## config.mk

```make
export PLATFORM = sky130hd
export DESIGN_NAME = cache_mem_arbiter
export DESIGN_NICKNAME = d
export VERILOG_FILES = /design/src/rtl/cache_mem_arbiter_pkg.sv /design/src/rtl/cache_mem_arbiter_lat_counter.sv /design/src/rtl/cache_mem_arbiter.sv
export SDC_FILE = /design/constraint.sdc
export NUM_CORES = 1
export LEC_CHECK = 0
export BUFFER_PORTS_ARGS = -buffer_cell sky130_fd_sc_hd__buf_4
export CAP_MARGIN = 25
export CORE_AREA = 2 2 146 148
export CTS_CLUSTER_DIAMETER = 150
export DETAILED_ROUTE_END_ITERATION = 6
export DIE_AREA = 0 0 148 150
export PLACE_DENSITY_LB_ADDON = 0.3
export SYNTH_ARGS = -nofsm -noshare
export SYNTH_HDL_FRONTEND = slang
export SYNTH_SLANG_ARGS = --single-unit
```

## constraint.sdc

```tcl
create_clock -name clk -period 8.7 [get_ports clk]
set_clock_uncertainty 0.05 [all_clocks]
set_input_delay 0.87 -clock clk [delete_from_list [all_inputs] [get_ports clk]]
set_output_delay 0.87 -clock clk [all_outputs]
set_load 0.02 [all_outputs]
```

## src/rtl/cache_mem_arbiter_pkg.sv

```systemverilog
// Shared types for the cache/memory arbiter: FSM state encoding, grant
// identifiers, default widths and the grant-selection rule.
package cache_mem_arbiter_pkg;

  typedef enum logic [1:0] {
    IDLE   = 2'd0,
    BUSY_I = 2'd1,
    BUSY_D = 2'd2,
    DONE   = 2'd3
  } arb_state_t;

  typedef enum logic {
    GRANT_I = 1'b0,
    GRANT_D = 1'b1
  } grant_t;

  localparam int DEF_ADDR_W  = 16;
  localparam int DEF_LINE_W  = 64;
  localparam int DEF_MEM_LAT = 4;

  // With both caches requesting: fixed D priority, or hand the port to
  // whichever side did not win last time.
  function automatic grant_t pick_grant(input logic   i_req,
                                        input logic   d_req,
                                        input logic   prio_d,
                                        input grant_t last_grant);
    grant_t g;
    if (i_req && d_req) begin
      if (prio_d) g = GRANT_D;
      else        g = (last_grant == GRANT_D) ? GRANT_I : GRANT_D;
    end else if (d_req) begin
      g = GRANT_D;
    end else begin
      g = GRANT_I;
    end
    return g;
  endfunction

endpackage

```

## src/rtl/cache_mem_arbiter_lat_counter.sv

```systemverilog
// Fixed memory-latency counter: a start pulse arms it, then it counts
// 0..MEM_LAT-1 and flags done combinationally on the final held cycle.
module cache_mem_arbiter_lat_counter #(
  parameter int MEM_LAT = 4
) (
  input  logic clk,
  input  logic rst,
  input  logic start,
  output logic done
);

  localparam int CNT_W = (MEM_LAT > 1) ? $clog2(MEM_LAT) : 1;
  localparam logic [CNT_W-1:0] CNT_LAST = CNT_W'(MEM_LAT - 1);

  logic             running;
  logic [CNT_W-1:0] cnt;

  assign done = running && (cnt == CNT_LAST);

  always_ff @(posedge clk or posedge rst) begin
    if (rst) begin
      running <= 1'b0;
      cnt     <= '0;
    end else if (start) begin
      running <= 1'b1;
      cnt     <= '0;
    end else if (done) begin
      running <= 1'b0;
      cnt     <= '0;
    end else if (running) begin
      cnt <= cnt + 1'b1;
    end
  end

endmodule

```

## src/rtl/cache_mem_arbiter.sv

```systemverilog
// Arbitrates the single main-memory port between I-cache fills and D-cache
// fills/writebacks, one line transaction at a time, with a 1-cycle ack.
module cache_mem_arbiter
  import cache_mem_arbiter_pkg::*;
#(
  parameter int ADDR_W  = DEF_ADDR_W,
  parameter int LINE_W  = DEF_LINE_W,
  parameter int MEM_LAT = DEF_MEM_LAT,
  parameter int PRIO_D  = 1
) (
  input  logic              clk,
  input  logic              rst,
  input  logic              i_req,
  input  logic [ADDR_W-1:0] i_addr,
  output logic [LINE_W-1:0] i_rdata,
  output logic              i_ack,
  input  logic              d_req,
  input  logic              d_we,
  input  logic [ADDR_W-1:0] d_addr,
  input  logic [LINE_W-1:0] d_wdata,
  output logic [LINE_W-1:0] d_rdata,
  output logic              d_ack,
  output logic              mem_re,
  output logic              mem_we,
  output logic [ADDR_W-1:0] mem_addr,
  output logic [LINE_W-1:0] mem_wdata,
  input  logic [LINE_W-1:0] mem_rdata,
  output logic              busy
);

  // Handshake: a cache raises x_req and holds it (with its operands) until
  // x_ack pulses for one cycle; it must drop x_req in that ack cycle, since a
  // req still high in the following IDLE cycle is taken as a new request.

  arb_state_t state;
  grant_t     last_grant;
  grant_t     next_grant;
  logic       any_req;
  logic       lat_start;
  logic       lat_done;

  assign any_req    = i_req || d_req;
  assign next_grant = pick_grant(i_req, d_req, PRIO_D != 0, last_grant);
  assign lat_start  = (state == IDLE) && any_req;
  assign busy       = (state != IDLE);

  cache_mem_arbiter_lat_counter #(
    .MEM_LAT (MEM_LAT)
  ) u_lat (
    .clk   (clk),
    .rst   (rst),
    .start (lat_start),
    .done  (lat_done)
  );

  // The mem_* command registers double as the latched request operands, so
  // cache inputs changing mid-transaction cannot reach the memory port.
  always_ff @(posedge clk or posedge rst) begin
    if (rst) begin
      state      <= IDLE;
      last_grant <= GRANT_D;
      i_rdata    <= '0;
      d_rdata    <= '0;
      i_ack      <= 1'b0;
      d_ack      <= 1'b0;
      mem_re     <= 1'b0;
      mem_we     <= 1'b0;
      mem_addr   <= '0;
      mem_wdata  <= '0;
    end else begin
      case (state)
        IDLE: begin
          i_ack <= 1'b0;
          d_ack <= 1'b0;
          if (any_req) begin
            last_grant <= next_grant;
            if (next_grant == GRANT_D) begin
              state     <= BUSY_D;
              mem_re    <= !d_we;
              mem_we    <= d_we;
              mem_addr  <= d_addr;
              mem_wdata <= d_we ? d_wdata : '0;
            end else begin
              state     <= BUSY_I;
              mem_re    <= 1'b1;
              mem_we    <= 1'b0;
              mem_addr  <= i_addr;
              mem_wdata <= '0;
            end
          end
        end
        BUSY_I, BUSY_D: begin
          if (lat_done) begin
            state     <= DONE;
            mem_re    <= 1'b0;
            mem_we    <= 1'b0;
            mem_addr  <= '0;
            mem_wdata <= '0;
            if (state == BUSY_I) begin
              i_rdata <= mem_rdata;
              i_ack   <= 1'b1;
            end else begin
              // Writebacks leave the last fill data visible on d_rdata.
              if (!mem_we) d_rdata <= mem_rdata;
              d_ack <= 1'b1;
            end
          end
        end
        DONE: begin
          i_ack <= 1'b0;
          d_ack <= 1'b0;
          state <= IDLE;
        end
        default: state <= IDLE;
      endcase
    end
  end

endmodule

```

==> metrics.cfg <==
[run_status]
outcome=finished, final reports clean

[routing]
first_pass_iters=4
drc=0
drt-total-wl_um=22100
ant_nets=0
viasPerCell=4.93
drtIter0Drc=234
routedWlPerCell_um=18.7
num_vias=5845

[global_route]
grt_max_degree=141
track_usage_pct=18.8
antenna_found_initial=0
grt_pass1_wl_um=33300
gr-total-overflow=0
first_global_vias=5958

[clocking]
post_cts_resized=0
clk_latency_ns=0.50
cts_tree=built
cts_setup_buffers=0
clkTransAtPathRegs_ns=0.06
h-tree-depth=1
root_buffer=clkbuf_16
postCtsHoldBufs=0
ctsLongestPathBuffers=3
cts_buffers=24
clock_sinks=217

[die]
dieArea_um2=22200
start_util_pct=41.2
io_pins=378
core-area_um2=20700
fp.dieW_um=148
placementRows=53
dieHeight_um=150

[synth]
ys_ff_latch=217
synthCells=518
synth_top_family_by_area=multiplexers
synthMuxAreaShare_pct=22.2
synth_xor_xnor_area_share_pct=0
ys_types=28
synth-adder-area-share_pct=0.881
netlist_area_um2=8520
yosysTopAreaCell=dfrtp_1
synth-simple-area-share_pct=0.984
yosys_warnings=0
syn_nets=689
synth-compound-area-share_pct=8.95
synth_top_area_share_pct=63.8
syn_avg_cell_area_um2=16.4
ys_seq_area_share_pct=63.8
synth.area.top_cells=dfrtp_1 (64%), mux2_4 (11%), mux2_2 (9.3%), a22o_1 (6.7%), mux2i_1 (2.4%)

[critical_path]
r2r_start=state[0]
worstPathRequired_ns=9.03
path_class=register to register
start_kind=register
crit_buf_inv=2
end_kind=register
cp_data_arrival_time_ns=3.06
r2r_end=d_rdata[63]
cp_top_family=buffers and inverters
cp_max_fo=55
slowest_delay_ns=0.82
r2r_cells=5
r2r_setup_slack_ns=5.98
cpMaxStageDelayCell=buf_4
crit_chain=inv_1, ha_1, or4b_4, buf_4, mux2_2

[sta]
min_period_ns=2.72
fin_hold_ws_ns=0.286
finalHoldViolations=0
period_share_pct=31.3
slew_headroom_pct=28.2
setup_viol=0
slew_violations=0
timing.setup.tns_ns=0
max_clock_freq_mhz=367
rsz0062_at_grt=no
tightest_slew_ns=1.08

[worst_hold_path]
hold_class=input port to asynchronous set/reset pin

[place]
portBuffers=377
dp_hpwl_um=15500
gp_congestion=0.745

[power_and_ir_drop]
p_per_area_nw_per_um2=417
ir_drop_v=0.000237
p_leak_nw=6.36

[final_layout]
syn_to_final_growth_pct=44.7
fin_util_pct=59.6
drive_above_1_share_pct=61.1
antenna_cells=0
nets=1064

[run]
max-cap-violations=0

-- where the power goes --
group          switching, mW  internal, mW
clock network          0.386         0.605
logic                   1.23          1.15
registers              0.286          1.48
total                   1.91          3.24
-- cell usage after synthesis --
library cell	count
a21boi_0	1
a21oi_1	1
ha_1	6
a21o_1	1
or4b_1	1
buf_4	1
mux2_4	60
buf_12	6
nand4_1	1
inv_1	4
nand3_1	1
or2_2	1
dfrtp_1	217
nor2_1	8
nand2_2	1
mux2i_1	20
o22a_1	1
mux2_2	70
nand2_1	2
buf_2	17
buf_1	6
o21ai_0	3
clkbuf_1	4
a211o_1	1
nand2b_1	2
a22o_1	65
o2bb2ai_1	16
buf_6	1
-- cell families after synthesis --
logic type      after synthesis
buf+inv                      39
fa+ha+maj                     6
flops                       217
mux                         150
compound gates               89
simple gates                 17
-- per-stage QoR --
stage	total power, mW	instance area [um^2]	instances	worst slack [ns]
floorplan	3.16	8520	518	1.84
global placement	4.13	11500	1140	5.87
detailed placement	4.17	11500	1140	5.89
CTS	5.19	12300	1183	6.00
global route	5.40	12300	1185	5.89
finish	5.14	12300	1185	5.98
-- how the worst max path moves through the flow --
stage,startpoint,endpoint,depth (start not counted)
after floorplan,rst,d_ack,1
after global placement,rst,d_rdata[17],3
after detailed placement,rst,d_rdata[15],3
after CTS,state[1],d_rdata[63],5
after global routing,state[1],d_rdata[63],5
final,state[0],d_rdata[63],5
-- layout make-up --
class	instances	area, um^2
Inverter	4	22.5
Tap cell	275	344
Timing Repair Buffer	384	2920
Sequential cell	217	5430
Fill cell	1714	8360
Clock buffer	38	734
Multi-Input combinational cell	262	2820
Clock inverter	5	50.0
-- sequential cells by signal (all words and copies together) (netlist names), 2 cells and up --
register,count
d_rdata,64
i_rdata,64
mem_addr,16
mem_wdata,64
state,2
u_lat.cnt,2
-- cell usage in the layout, fill, tap and decap left out, types with 6 or more instances in the layout --
| cell | synthesis | routed |
|---|---|---|
| ha_1 | 6 | 6 |
| clkbuf_16 | 0 | 25 |
| mux2_2 | 70 | 70 |
| clkbuf_1 | 4 | 7 |
| nor2_1 | 8 | 7 |
| dfrtp_1 | 217 | 217 |
| a22o_1 | 65 | 65 |
| buf_4 | 1 | 382 |
| clkbuf_8 | 0 | 6 |
| mux2i_1 | 20 | 20 |
| o2bb2ai_1 | 16 | 16 |
| mux2_4 | 60 | 60 |
-- metal layers --
metal / up-vias / part of all wire (%) / track usage (%)
met3: 23 / 8.8 / 5.30
li1: 2636 / - / -
met2: 260 / 50 / 31.6
met1: 2926 / 40 / 24.7
met5: - / 0 / 0
met4: 0 / 1.1 / 3.62
Note: power is estimated with default switching activity, not from simulation.
